$ cat config.mk
export PLATFORM = sky130hd
export DESIGN_NAME = uart_tx_arbiter
export DESIGN_NICKNAME = d
export VERILOG_FILES = /design/src/rtl/uart_tx_arbiter.sv
export SDC_FILE = /design/constraint.sdc
export NUM_CORES = 1
export LEC_CHECK = 0
export BUFFER_PORTS_ARGS = -buffer_cell sky130_fd_sc_hd__clkbuf_2
export CORE_MARGIN = 1.5
export CORE_UTILIZATION = 40
export CTS_CLUSTER_SIZE = 10
export DETAILED_ROUTE_END_ITERATION = 16
export PLACE_DENSITY = 0.77
export SLEW_MARGIN = 20
export SYNTH_ARGS = -nofsm -noshare
export SYNTH_HDL_FRONTEND = slang
export SYNTH_SLANG_ARGS = --single-unit
$ cat constraint.sdc
create_clock -name clk -period 3.2 [get_ports clk]
set_clock_uncertainty 0.05 [all_clocks]
set_input_delay 0.32 -clock clk [delete_from_list [all_inputs] [get_ports clk]]
set_output_delay 0.32 -clock clk [all_outputs]
set_load 0.03 [all_outputs]
$ cat src/rtl/uart_tx_arbiter.sv
// Round-robin, packet-granular arbiter that feeds NUM_REQ byte streams into one
// uart_core TX FIFO over the slot bus, and keeps the core's baud divisor programmed.
module uart_tx_arbiter #(
  parameter int unsigned NUM_REQ    = 4,
  parameter logic [10:0] DVSR_RESET = 11'd325
) (
  input  logic                   clk,
  input  logic                   reset_n,
  input  logic [NUM_REQ-1:0]     req_valid,
  input  logic [8*NUM_REQ-1:0]   req_data,
  input  logic [NUM_REQ-1:0]     req_last,
  output logic [NUM_REQ-1:0]     req_ready,
  output logic [NUM_REQ-1:0]     grant,
  output logic                   busy,
  input  logic [10:0]            cfg_dvsr,
  input  logic                   cfg_wr,
  output logic                   cfg_pending,
  output logic                   uart_cs,
  output logic                   uart_write,
  output logic                   uart_read,
  output logic [4:0]             uart_addr,
  output logic [31:0]            uart_wr_data,
  input  logic [31:0]            uart_rd_data
);

  localparam int unsigned PTR_W     = (NUM_REQ > 1) ? $clog2(NUM_REQ) : 1;
  localparam logic [4:0]  ADDR_DVSR = 5'd1;
  localparam logic [4:0]  ADDR_TX   = 5'd2;

  typedef enum logic [1:0] {
    S_IDLE,
    S_CFG_WR,
    S_CHECK,
    S_PUSH
  } state_t;

  state_t              r_state;
  logic [NUM_REQ-1:0]  r_grant;
  logic [PTR_W-1:0]    r_owner;
  logic [PTR_W-1:0]    r_ptr;
  logic [10:0]         r_shadow;
  logic                r_pending;
  logic                r_last;
  logic                r_cs;
  logic                r_write;
  logic [4:0]          r_addr;
  logic [31:0]         r_wdata;

  logic                w_tx_full;
  logic [7:0]          w_owner_byte;
  logic                w_pick_found;
  logic [PTR_W-1:0]    w_pick_idx;
  logic                w_unused;

  // (base + off) mod NUM_REQ for base, off < NUM_REQ
  function automatic logic [PTR_W-1:0] wrap_add(input logic [PTR_W-1:0] base,
                                                input int unsigned     off);
    int unsigned sum;
    sum = 32'(base) + off;
    if (sum >= NUM_REQ) sum = sum - NUM_REQ;
    return PTR_W'(sum);
  endfunction

  assign w_tx_full    = uart_rd_data[9];
  assign w_unused     = ^{uart_rd_data[31:10], uart_rd_data[8:0]};
  assign w_owner_byte = req_data[32'(r_owner)*8 +: 8];

  // First valid requester at or above the RR pointer, wrapping around
  always_comb begin
    w_pick_found = 1'b0;
    w_pick_idx   = '0;
    for (int unsigned k = 0; k < NUM_REQ; k++) begin
      if (!w_pick_found && req_valid[wrap_add(r_ptr, k)]) begin
        w_pick_found = 1'b1;
        w_pick_idx   = wrap_add(r_ptr, k);
      end
    end
  end

  always_ff @(posedge clk or negedge reset_n) begin
    if (!reset_n) begin
      r_state   <= S_IDLE;
      r_grant   <= '0;
      r_owner   <= '0;
      r_ptr     <= '0;
      r_shadow  <= DVSR_RESET;
      r_pending <= 1'b1;
      r_last    <= 1'b0;
      r_cs      <= 1'b0;
      r_write   <= 1'b0;
      r_addr    <= '0;
      r_wdata   <= '0;
    end else begin
      r_cs    <= 1'b0;
      r_write <= 1'b0;
      r_addr  <= '0;
      r_wdata <= '0;

      if (cfg_wr) begin
        r_shadow  <= cfg_dvsr;
        r_pending <= 1'b1;
      end

      case (r_state)
        S_IDLE: begin
          if (r_pending) begin
            r_cs    <= 1'b1;
            r_write <= 1'b1;
            r_addr  <= ADDR_DVSR;
            r_wdata <= {21'd0, r_shadow};
            r_state <= S_CFG_WR;
          end else if (w_pick_found) begin
            r_grant <= NUM_REQ'(1) << w_pick_idx;
            r_owner <= w_pick_idx;
            r_state <= S_CHECK;
          end
        end

        // A strobe arriving alongside the divisor write re-arms the pending flag
        S_CFG_WR: begin
          if (!cfg_wr) r_pending <= 1'b0;
          r_state <= S_IDLE;
        end

        S_CHECK: begin
          if (req_valid[r_owner] && !w_tx_full) begin
            r_last  <= req_last[r_owner];
            r_cs    <= 1'b1;
            r_write <= 1'b1;
            r_addr  <= ADDR_TX;
            r_wdata <= {24'd0, w_owner_byte};
            r_state <= S_PUSH;
          end
        end

        S_PUSH: begin
          if (r_last) begin
            r_grant <= '0;
            r_ptr   <= wrap_add(r_owner, 32'd1);
            r_state <= S_IDLE;
          end else begin
            r_state <= S_CHECK;
          end
        end

        default: r_state <= S_IDLE;
      endcase
    end
  end

  // Ready tracks tx_full in the same cycle so an accept never overruns the FIFO
  assign req_ready    = (r_state == S_CHECK && !w_tx_full) ? r_grant : '0;
  assign grant        = r_grant;
  assign busy         = (r_state != S_IDLE);
  assign cfg_pending  = r_pending;
  assign uart_cs      = r_cs;
  assign uart_write   = r_write;
  assign uart_read    = 1'b0;
  assign uart_addr    = r_addr;
  assign uart_wr_data = r_wdata;

endmodule

Word-level counts from Yosys, hierarchy flattened. Index checks and enable logic that the tools add are counted.

Bits of input ports: 86. Word-level logic and storage cells: 104. Flip-flop bits (word level): 61.

Muxes and demuxes: 47. Add/sub/neg operators: 9. Equality and inequality tests: 8. Reduce and logical (&&, ||, !) cells: 17. Shift-type cells: 2. Bitwise logic cells: 1. Order comparisons: 10.

Operator list (number): variable part select 32 x 6 -> 8 bit (1); 2-to-1 mux 2 bit (14); one-hot mux 11 bit (2 select lines) (1); 2-to-1 mux 1 bit (16); 2-to-1 mux 4 bit (4); < comparator 2 x 3 -> 1 bit (second input constant) (5); binary-select mux 1 bit (select 2 bit) (6); greater-or-equal comparator 3 bit (second input constant) (4); 2-to-1 mux 11 bit (1); subtractor 2 x 1 -> 2 bit (second input constant) (5); 2-to-1 mux 8 bit (1); inequality test 2 bit (second input constant) (4); one-hot mux 2 bit (4 select lines) (1); one-hot mux 4 bit (2 select lines) (1); adder 2 x 1 -> 3 bit (second input constant) (2); adder 2 x 2 -> 3 bit (second input constant) (2); AND reduction 2 bit (3); logical AND 1 bit (5); equality test 2 bit (second input constant) (2); logical NOT 1 bit (4); one-hot mux 2 bit (2 select lines) (1); AND reduction 4 bit (1); nonzero test 2 bit (2); << shifter 1 x 2 -> 4 bit (first input constant) (1); 7 further kinds (7).

Longest topological paths before layout. Gate-level depths: netlist (run 1).

Word-level depth: 18. Gate-level depth with buffers: 5. Gate-level depth less buffers: 4.

Worst setup path after synthesis (run 1). No wires, ideal clock.

Kind: reg2reg. Start point: reg r_owner[0]. End point: reg r_wdata[0], in the netlist uart_wr_data[0]. Setup time: 121 ps. Required time: 3029 ps. Arrival time: 1374 ps. Path slack: 1655 ps. Period minus slack after synthesis: 1545 ps. Stages on the path, launching flop included: 4. Cells stage by stage: dfrtp_1 > buf_2 > mux4_2 > a22o_1.

Word-level cells in the longest chain between the ends: 5.

RTL lines: from (decl) (RTL line 39) `logic [PTR_W-1:0] r_owner;`; from (signal assigned) (RTL line 114) `r_owner <= w_pick_idx;`; branches (longest 3 deep; another with variable part select 32 x 6 -> 8 bit); 2-to-1 mux 8 bit * (RTL line 126) `if (req_valid[r_owner] && !w_tx_full) begin`; one-hot mux 11 bit (2 select lines) * (RTL line 104) `case (r_state)`; to (signal assigned) (RTL line 110) `r_wdata <= {21'd0, r_shadow};`; to (signal assigned) (RTL line 131) `r_wdata <= {24'd0, w_owner_byte};`; to (decl) (RTL line 47) `logic [31:0] r_wdata;`.

Every way passes the cells marked *. The select of a mux whose other input is x is not followed. A chain may end at the register's enable or synchronous reset.

Worst setup path in the final report (run 1).
Start point: reg r_state[0]. End point: out req_ready[3].

Word-level cells in the longest chain between the ends: 3.

RTL lines: from (decl) (RTL line 37) `state_t r_state;`; from (signal assigned) (RTL line 82) `r_state <= S_IDLE;`; from (signal assigned) (RTL line 111) `r_state <= S_CFG_WR;`; from (signal assigned) (RTL line 115) `r_state <= S_CHECK;`; equality test 2 bit (RTL line 152) `assign req_ready = (r_state == S_CHECK && !w_tx_full) ? r_grant : '0;`; logical AND 1 bit (RTL line 152); 2-to-1 mux 4 bit (RTL line 152); to (decl) (RTL line 12) `output logic [NUM_REQ-1:0] req_ready,`.

No other way between the ends.

==> flow_summary.toml, run 1 <==
[pwr]
leakage_uw = 0.00119
vdd_ir_drop_max_v = 0.000267
p_per_area_mw_per_mm2 = 818

[timing]
drv_slew = 0
fin_crit_sh_pct = 62.3
final.setup.tns_ns = 0
rsz0062_at_grt = "false"
max_slew_margin_pct = 40.9
tightest_slew_ns = 0.887
max_freq_mhz = 502
min_period_ns = 1.99
finalSetupViolCount = 0
hold_viol = 0

[clock_network]
cts_resized = 0
cts_made_buffers = 5
post-cts-setup-buffers = 0
clockBufferDepth = 2
cts.sinks = 37
clkSlewWorstSetupHoldPaths_ns = 0.07
clk_latency_ns = 0.28
h-tree-depth = 2
cts_tree = "built"
root_buffer = "clkbuf_8"
ctsHoldBuffers = 0

[global_route]
grt-ovfl-total = 0
grt_pass1_vias = 1308
antenna_found_initial = 0
grt_use_total_pct = 15.4
grt_max_degree = 38
grt_first_pass_wirelength_mm = 6.04

[setup_path]
startpoint = "r_state[0]$_DFFE_PN0P_"
r2r_setup_slack_ns = 1.28
crit_type = "reg -> out"
r2r-start = "r_owner[1]$_DFFE_PN0P_"
worst_setup_path_start_kind = "register"
worst_ep_required_time_ns = 2.83
endpoint = "req_ready[3]"
arrival_ns = 1.62
r2r_cells = 4
path_max_fanout = 7
r2r-end = "uart_write$_DFF_PN0_"
end_kind = "primary output"

[yosys]
synth-xor-area-share_pct = 0.458
yosysUniqueCellTypes = 36
ys_seq_area_share_pct = 48.8
synthAdderAreaFrac_pct = 0
synth_top_family_by_area = "multiplexers"
synth_compound_area_share_pct = 8.31
synth_area_per_cell_um2 = 12.6
synthCells = 152
yosys_warnings = 0
synthMuxAreaShare_pct = 19.4
synth_area_mm2 = 0.00191
synth_seq_cells = 37
yosys.area_share.simple_pct = 10.4

[run]
cap_viol_max_count = 0

[final_layout]
mostFrequentLayoutCells = "clkbuf_2, dfrtp_1, conb_1"
n_antenna_cell = 0
final_cells = 283
layout-drive-gt1-share_pct = 50.6
final_common_cell = "clkbuf_2"
area_growth_pct = 21.4
fin_nets = 316
nFillCells = 412

[routing]
drt-total-wl_mm = 3.88
ant_nets = 0
first_pass_iters = 12
wl_per_cell_um = 13.7
vias_per_cell = 4.96
drc = 1
vias = 1403
drtIter0Drc = 72

[status]
status = "finished, violations left"
violations = "design-rule violations"

[placed_design]
place_inst = 275
port_buffers = 79
dp_hpwl_mm = 2.98
place.gp.congestion = 0.866

[floorplan]
die_y_um = 72.1
die_w_um = 72.1
coreArea_mm2 = 0.00447
ios = 136
dieArea_mm2 = 0.00520
fp-row-count = 24
start_util_pct = 42.7

[min_path]
worstHoldPathType = "in -> async"
## state kept, by name (all words and copies together), names as in the netlist
| signal | count |
|---|---|
| cfg_pending | 1 |
| grant | 4 |
| r_last | 1 |
| r_owner | 2 |
| r_ptr | 2 |
| r_shadow | 11 |
| r_state | 2 |
| uart_addr | 2 |
| uart_wr_data | 11 |
| uart_write | 1 |
## routing by layer
layer / up-vias / share of wire (%) / GRT usage, %
li1: 651 / - / -
met1: 671 / 40 / 18.7
met2: 75 / 51 / 25.6
met3: 6 / 8.3 / 4.86
met4: 0 / 0.83 / 6.29
met5: - / 0 / 0
## kinds of logic after synthesis
family / Yosys count
and+or+nand+nor: 34
AOI/OAI and AO/OA: 21
other: 1
muxes: 23
DFF: 37
xor gates and xnor gates: 1
buffers and inverters: 35
## Yosys cell counts, drive strengths merged
library cell / count / share of area (%)
buf: 31 / 12
and3: 3 / 0.98
o31ai: 2 / 0.79
a311oi: 1 / 0.46
nand3: 3 / 0.79
mux2i: 1 / 0.52
conb: 1 / 0.20
nand2b: 2 / 0.65
mux4: 10 / 12
clkbuf: 1 / 0.20
a22o: 8 / 3.7
xnor2: 1 / 0.46
or2: 2 / 0.65
o21ai: 3 / 0.79
nor3: 3 / 1.4
nand2: 5 / 0.98
or4: 1 / 0.59
a21oi: 3 / 0.79
dfrtp: 32 / 42
mux2: 12 / 7.1
or3: 1 / 0.33
nor4: 1 / 0.33
inv: 3 / 0.59
dfstp: 5 / 6.9
or2b: 1 / 0.39
nor3b: 1 / 0.39
and2: 5 / 1.6
a32o: 2 / 1.0
a21o: 2 / 0.79
nor2b: 1 / 0.33
nor2: 5 / 0.98
## cell type report
| class | instances | area, um^2 | area share, % |
|---|---|---|---|
| sequential | 37 | 932 | 40.2 |
| multi-input combinational | 104 | 831 | 35.8 |
| timing repair buffer | 79 | 395 | 17.0 |
| clock buffer | 5 | 68.8 | 2.96 |
| tap | 52 | 65.1 | 2.80 |
| clock inverter | 3 | 17.5 | 0.755 |
| inverter | 3 | 11.3 | 0.485 |
## metrics by stage
step	utilization (%)	hold WS [ns]	power, uW	worst slack (ns)	instance area (um^2)
5_1_grt	51.9	0.164	2010	1.06	2320
4_1_cts	51.9	0.126	1920	1.16	2320
3_3_place_gp	49.9	0.401	1590	1.30	2230
2_1_floorplan	-	-0.0256	1410	1.65	2000
3_5_place_dp	49.9	0.403	1600	1.29	2230
6_report	51.9	0.0943	1900	1.21	2320
## where the power goes
group	internal (uW)	switching [uW]	leakage (uW)
sequential	621	146	0.000460
combinational	332	485	0.000688
clock	150	165	0.0000439
## worst max-delay path, stage by stage, from the launching register on
cell      delay (ns)
dfrtp_1         0.45
nor3b_1         0.48
and2_1          0.21
clkbuf_2        0.20
## worst min path at each step
| stage | endpoint | slack, ns | cells past startpoint |
|---|---|---|---|
| CTS | r_owner[0]$_DFFE_PN0P_ | 0.13 | 1 |
| global placement | r_state[1]$_DFFE_PN0P_ | 0.40 | 1 |
| finish | uart_wr_data[8]$_DFF_PN0_ | 0.09 | 1 |
| floorplan | grant[0]$_DFFE_PN0P_ | -0.03 | 0 |
| global route | grant[0]$_DFFE_PN0P_ | 0.16 | 1 |
| detailed placement | r_state[1]$_DFFE_PN0P_ | 0.40 | 1 |
(Power assumes the default switching activity.)
==> run 2: changes to the inputs <==
--- a/config.mk
+++ b/config.mk
@@ -7,10 +7,10 @@
 export LEC_CHECK = 0
 export BUFFER_PORTS_ARGS = -buffer_cell sky130_fd_sc_hd__clkbuf_2
 export CORE_MARGIN = 1.5
-export CORE_UTILIZATION = 40
+export CORE_UTILIZATION = 37
 export CTS_CLUSTER_SIZE = 10
 export DETAILED_ROUTE_END_ITERATION = 16
-export PLACE_DENSITY = 0.77
+export PLACE_DENSITY = 0.75
 export SLEW_MARGIN = 20
 export SYNTH_ARGS = -nofsm -noshare
 export SYNTH_HDL_FRONTEND = slang
==> constraint.sdc (replaced) <==
create_clock -name clk -period 1.8 [get_ports clk]
set_clock_uncertainty 0.05 [all_clocks]
set_input_delay 0.18 -clock clk [delete_from_list [all_inputs] [get_ports clk]]
set_output_delay 0.18 -clock clk [all_outputs]
set_load 0.03 [all_outputs]
==> run 2 against run 1 <==
  * Clock-buffer cell count grew 3
  * Final cell count grew 8.1%
  * Sequential power grew 67%
  * The run now ends clean
  * Routed wire length grew 3.3%
  * Hold slack lost 0.022 ns
  * Utilization shrank 2.2 points
  * Total power grew 85%
  * First-iteration DRC count shrank 39%
  * Die area grew 7.8%
  * Register-to-register slack lost 1.1 ns
==> flow_summary.toml, run 2 (synthesis gave the netlist of run 1 again) <==
[pwr]
p_total_uw = 3500
leakage_uw = 0.00123
p_per_area_mw_per_mm2 = 1460
vdd_ir_drop_max_v = 0.000595

[setup_path]
worst_path_largest_cell_delay_ns = 0.45
critical-path-top-delay-family = "flip-flops"
crit_type = "reg -> out"
worst_ep_required_time_ns = 1.57
r2r_setup_slack_ns = 0.22
critPathBufInv = 2
path_max_fanout = 7
cp_slowest_cell = "dfrtp_1"
cp_cell_sequence = "nor3b_1 > buf_4 > and2_1 > clkbuf_2"
arrival_ns = 1.43
end_kind = "primary output"
worst_setup_path_start_kind = "register"

[timing]
whs_ns = 0.0720
drv_slew = 0
tightest_slew_ns = 0.588
fin_crit_sh_pct = 92.1
max_slew_margin_pct = 60.8
hold_viol = 0
rsz0062_at_grt = "false"
final.setup.tns_ns = 0
finalSetupViolCount = 0
min_period_ns = 1.66
max_freq_mhz = 603

[final_layout]
mostFrequentLayoutCells = "clkbuf_2, dfrtp_1, conb_1"
final_cells = 306
layout-drive-gt1-share_pct = 51.0
area_growth_pct = 25.9
fin_nets = 324
final_core_util_pct = 49.6
nFillCells = 457
final_common_cell = "clkbuf_2"
n_antenna_cell = 0

[run]
cap_viol_max_count = 0

[placed_design]
port_buffers = 79
place_inst = 297
place.gp.congestion = 0.795
dp_hpwl_mm = 3.11

[floorplan]
dieArea_mm2 = 0.00561
fp-row-count = 25
die_w_um = 74.9
ios = 136
coreArea_mm2 = 0.00485
die_y_um = 74.9
start_util_pct = 39.4

[routing]
vias = 1377
wl_met3_um = 261
ant_nets = 0
drc = 0
vias_per_cell = 4.50
drt-total-wl_mm = 4.00
drtIter0Drc = 44
wl_met1_mm = 1.71
met2_wirelength_mm = 1.98
wl_per_cell_um = 13.1
highest_layer = "met4"
first_pass_iters = 4

[global_route]
grt_use_total_pct = 14.5
antenna_found_initial = 0
grt-ovfl-total = 0
grt_pass1_vias = 1246
grt_max_degree = 25
grt_first_pass_wirelength_mm = 5.86

[clock_network]
cts_tree = "built"
cts.sinks = 37
clockBufferDepth = 2
post-cts-setup-buffers = 0
clkSlewWorstSetupHoldPaths_ns = 0.07
clk_latency_ns = 0.28
cts_made_buffers = 5
h-tree-depth = 2
cts_resized = 0
root_buffer = "clkbuf_8"

[min_path]
worstHoldPathType = "in -> reg"

[status]
status = "complete, no violations"
[run 2: layout make-up]
class,instances,area (um^2),area share (%)
Clock buffer,8,90.1,3.74
Inverter,3,11.3,0.468
Multi-Input combinational cell,104,831,34.5
Sequential cell,37,932,38.7
Tap cell,67,83.8,3.48
Timing Repair Buffer,87,458,19.0
[run 2: final timing paths]
kind / from / to / cells after the start
max: r_state[0]$_DFFE_PN0P_ / req_ready[0] / 4
min: cfg_dvsr[0] / r_shadow[0]$_DFFE_PN1P_ / 2
max reg2reg: r_state[0]$_DFFE_PN0P_ / grant[3]$_DFFE_PN0P_ / 3
min reg2reg: r_last$_DFFE_PN0P_ / r_state[1]$_DFFE_PN0P_ / 1
max in group asynchronous: reset_n / grant[2]$_DFFE_PN0P_ / 3
min in group asynchronous: reset_n / r_shadow[7]$_DFFE_PN0P_ / 2
[run 2: metal layers]
metal | global-route usage (%) | vias to the layer above
met2 | 23.1 | 62
met1 | 18.9 | 646
li1 | - | 664
met5 | 0 | -
met4 | 4.85 | 0
met3 | 4.42 | 5
[run 2: where the power goes]
group | switching, uW | internal (uW)
logic | 987 | 653
registers | 168 | 1110
clock network | 277 | 312
total | 1430 | 2070
[run 2: through the flow]
step	setup slack [ns]	area, um^2
CTS	0.121	2410
finish	0.142	2410
floorplan	0.255	2000
global route	0.0420	2410
detailed placement	0.224	2310
global placement	0.247	2310
[run 2: what timing repair did]
item / in CTS / in global routing
hold buffers: 1 / 0
hold endpoints to repair: 17 / 0
setup endpoints to repair: 0 / 0
==> run 3: changes to the inputs <==
--- a/config.mk
+++ b/config.mk
@@ -7,10 +7,10 @@
 export LEC_CHECK = 0
 export BUFFER_PORTS_ARGS = -buffer_cell sky130_fd_sc_hd__clkbuf_2
 export CORE_MARGIN = 1.5
-export CORE_UTILIZATION = 37
+export CORE_UTILIZATION = 40
 export CTS_CLUSTER_SIZE = 10
 export DETAILED_ROUTE_END_ITERATION = 16
-export PLACE_DENSITY = 0.75
+export PLACE_DENSITY = 0.77
 export SLEW_MARGIN = 20
 export SYNTH_ARGS = -nofsm -noshare
 export SYNTH_HDL_FRONTEND = slang
==> constraint.sdc (replaced) <==
create_clock -name clk -period 2.1 [get_ports clk]
set_clock_uncertainty 0.05 [all_clocks]
set_input_delay 0.315 -clock clk [delete_from_list [all_inputs] [get_ports clk]]
set_output_delay 0.315 -clock clk [all_outputs]
set_load 0.03 [all_outputs]
==> run 3 against run 2 <==
  * Final cell count down 6.5%
  * The flow now finishes with violations (design-rule violations)
  * Die area is 7.2% lower
  * Critical endpoint unchanged
  * Largest power group unchanged
  * Register-to-register slack gained 0.25 ns
  * Critical path type unchanged
  * Total power fell by 15%
==> flow_summary.toml, run 3 (synthesis gave the netlist of run 1 again) <==
[global_route]
antenna_found_initial = 0
grt_max_degree = 38
grt_first_pass_wirelength_mm = 6.07
use_met2_pct = 26.3
grt_pass1_vias = 1292
grt_util_met1_pct = 18.7
top_usage_layer = "met2"
grt_use_total_pct = 15.7
gr-usage-met3_pct = 5.14
grt-ovfl-total = 0

[status]
violations = "design-rule violations"
status = "finished, violations left"

[setup_path]
worst_ep_required_time_ns = 1.74
arrival_ns = 1.63
r2r_cells = 3
crit_type = "reg -> out"
critical-path-top-delay-family = "simple AND/OR/NAND/NOR gates"
cp_cell_sequence = "nor3b_1 > and2_1 > clkbuf_2"
worst_setup_path_start_kind = "register"
cp_slowest_cell = "nor3b_1"
end_kind = "primary output"
path_depth = 3
critPathBufInv = 1
path_max_fanout = 7
worst_path_largest_cell_delay_ns = 0.48

[final_layout]
fin_nets = 319
final_core_util_pct = 52.6
final_common_cell = "clkbuf_2"
final_cells = 286
mostFrequentLayoutCells = "clkbuf_2, dfrtp_1, conb_1"
layout-drive-gt1-share_pct = 51.3
n_antenna_cell = 0
design_area_mm2 = 0.00235
area_growth_pct = 23.1

[placed_design]
dpl-instance-area_mm2 = 0.00226
place_inst = 278
place_ws_ns = 0.395
place.gp.congestion = 0.789
port_buffers = 79
dp_hpwl_mm = 3.06

[routing]
ant_nets = 0
drt-total-wl_mm = 4.02
wl_per_cell_um = 14.1
drtIter0Drc = 77
vias = 1433
first_pass_iters = 10
drc = 1
vias_per_cell = 5.01

[clock_network]
cts_made_buffers = 5
h-tree-depth = 2
cts.sinks = 37
ctsHoldBuffers = 0
cts_resized = 0
clk_latency_ns = 0.29
root_buffer = "clkbuf_8"
post-cts-setup-buffers = 0
clkSlewWorstSetupHoldPaths_ns = 0.07
cts_tree = "built"
clockBufferDepth = 2

[timing]
max_freq_mhz = 500
min_period_ns = 2.00
rsz0062_at_grt = "false"
max_slew_margin_pct = 62.6
final.setup.tns_ns = 0
finalSetupViolCount = 0
drv_slew = 0
fin_crit_sh_pct = 95.2
tightest_slew_ns = 0.557
hold_viol = 0
finalWorstSetupSlack_ns = 0.101

[floorplan]
dieArea_mm2 = 0.00520
fp-row-count = 24
die_w_um = 72.1
start_util_pct = 42.7
die_y_um = 72.1
ios = 136
coreArea_mm2 = 0.00447

[pwr]
vdd_ir_drop_max_v = 0.000419
leakage_uw = 0.00121
p_per_area_mw_per_mm2 = 1260

[run]
cap_viol_max_count = 0

[min_path]
worstHoldPathType = "in -> async"
==> run 3: changes by cell type in the layout (fill, tap and decap cells not counted) <==
cell,change
buf_4,-4
clkbuf_1,-2
clkinv_2,+1
clkinv_4,+1
dlygate4sd3_1,-1
==> run 3: layer usage <==
layer / vias to the layer above / share of wire, %
met4: 0 / 1.0
met3: 6 / 8.0
met2: 76 / 52
li1: 656 / -
met1: 695 / 39
met5: - / 0
==> run 3: final cells by class <==
cell class                 instances  area (um^2)
clock inverter                     2         13.8
clock buffer                       6         82.6
inverter                           3         11.3
multi-input combinational        104          831
tap                               52         65.1
fill                             407         2120
timing repair buffer              82          418
sequential                        37          932
==> run 3: metrics by stage <==
step,hold WS [ns],total power (uW)
global placement,0.332,2440
global route,0.0495,3140
floorplan,-0.0306,2150
CTS,0.0266,3000
finish,0.0114,2970
detailed placement,0.341,2480
==> run 3: final timing paths <==
kind | from | to | slack [ns]
min reg2reg | r_last$_DFFE_PN0P_ | r_state[1]$_DFFE_PN0P_ | 0.43
max | r_state[0]$_DFFE_PN0P_ | req_ready[0] | 0.10
max in group asynchronous | reset_n | cfg_pending$_DFF_PN1_ | 1.64
min in group clk | cfg_dvsr[5] | r_shadow[5]$_DFFE_PN0P_ | 0.20
min | reset_n | uart_wr_data[8]$_DFF_PN0_ | 0.01
max reg2reg | r_owner[0]$_DFFE_PN0P_ | uart_wr_data[2]$_DFF_PN0_ | 0.47
==> run 3: report_power, final <==
part	switching, uW	internal [uW]	leakage (uW)	total [uW]
Clock	251	266	0.0000512	517
Sequential	155	949	0.000460	1100
Combinational	821	526	0.000703	1350
Total	1230	1740	0.00121	2970
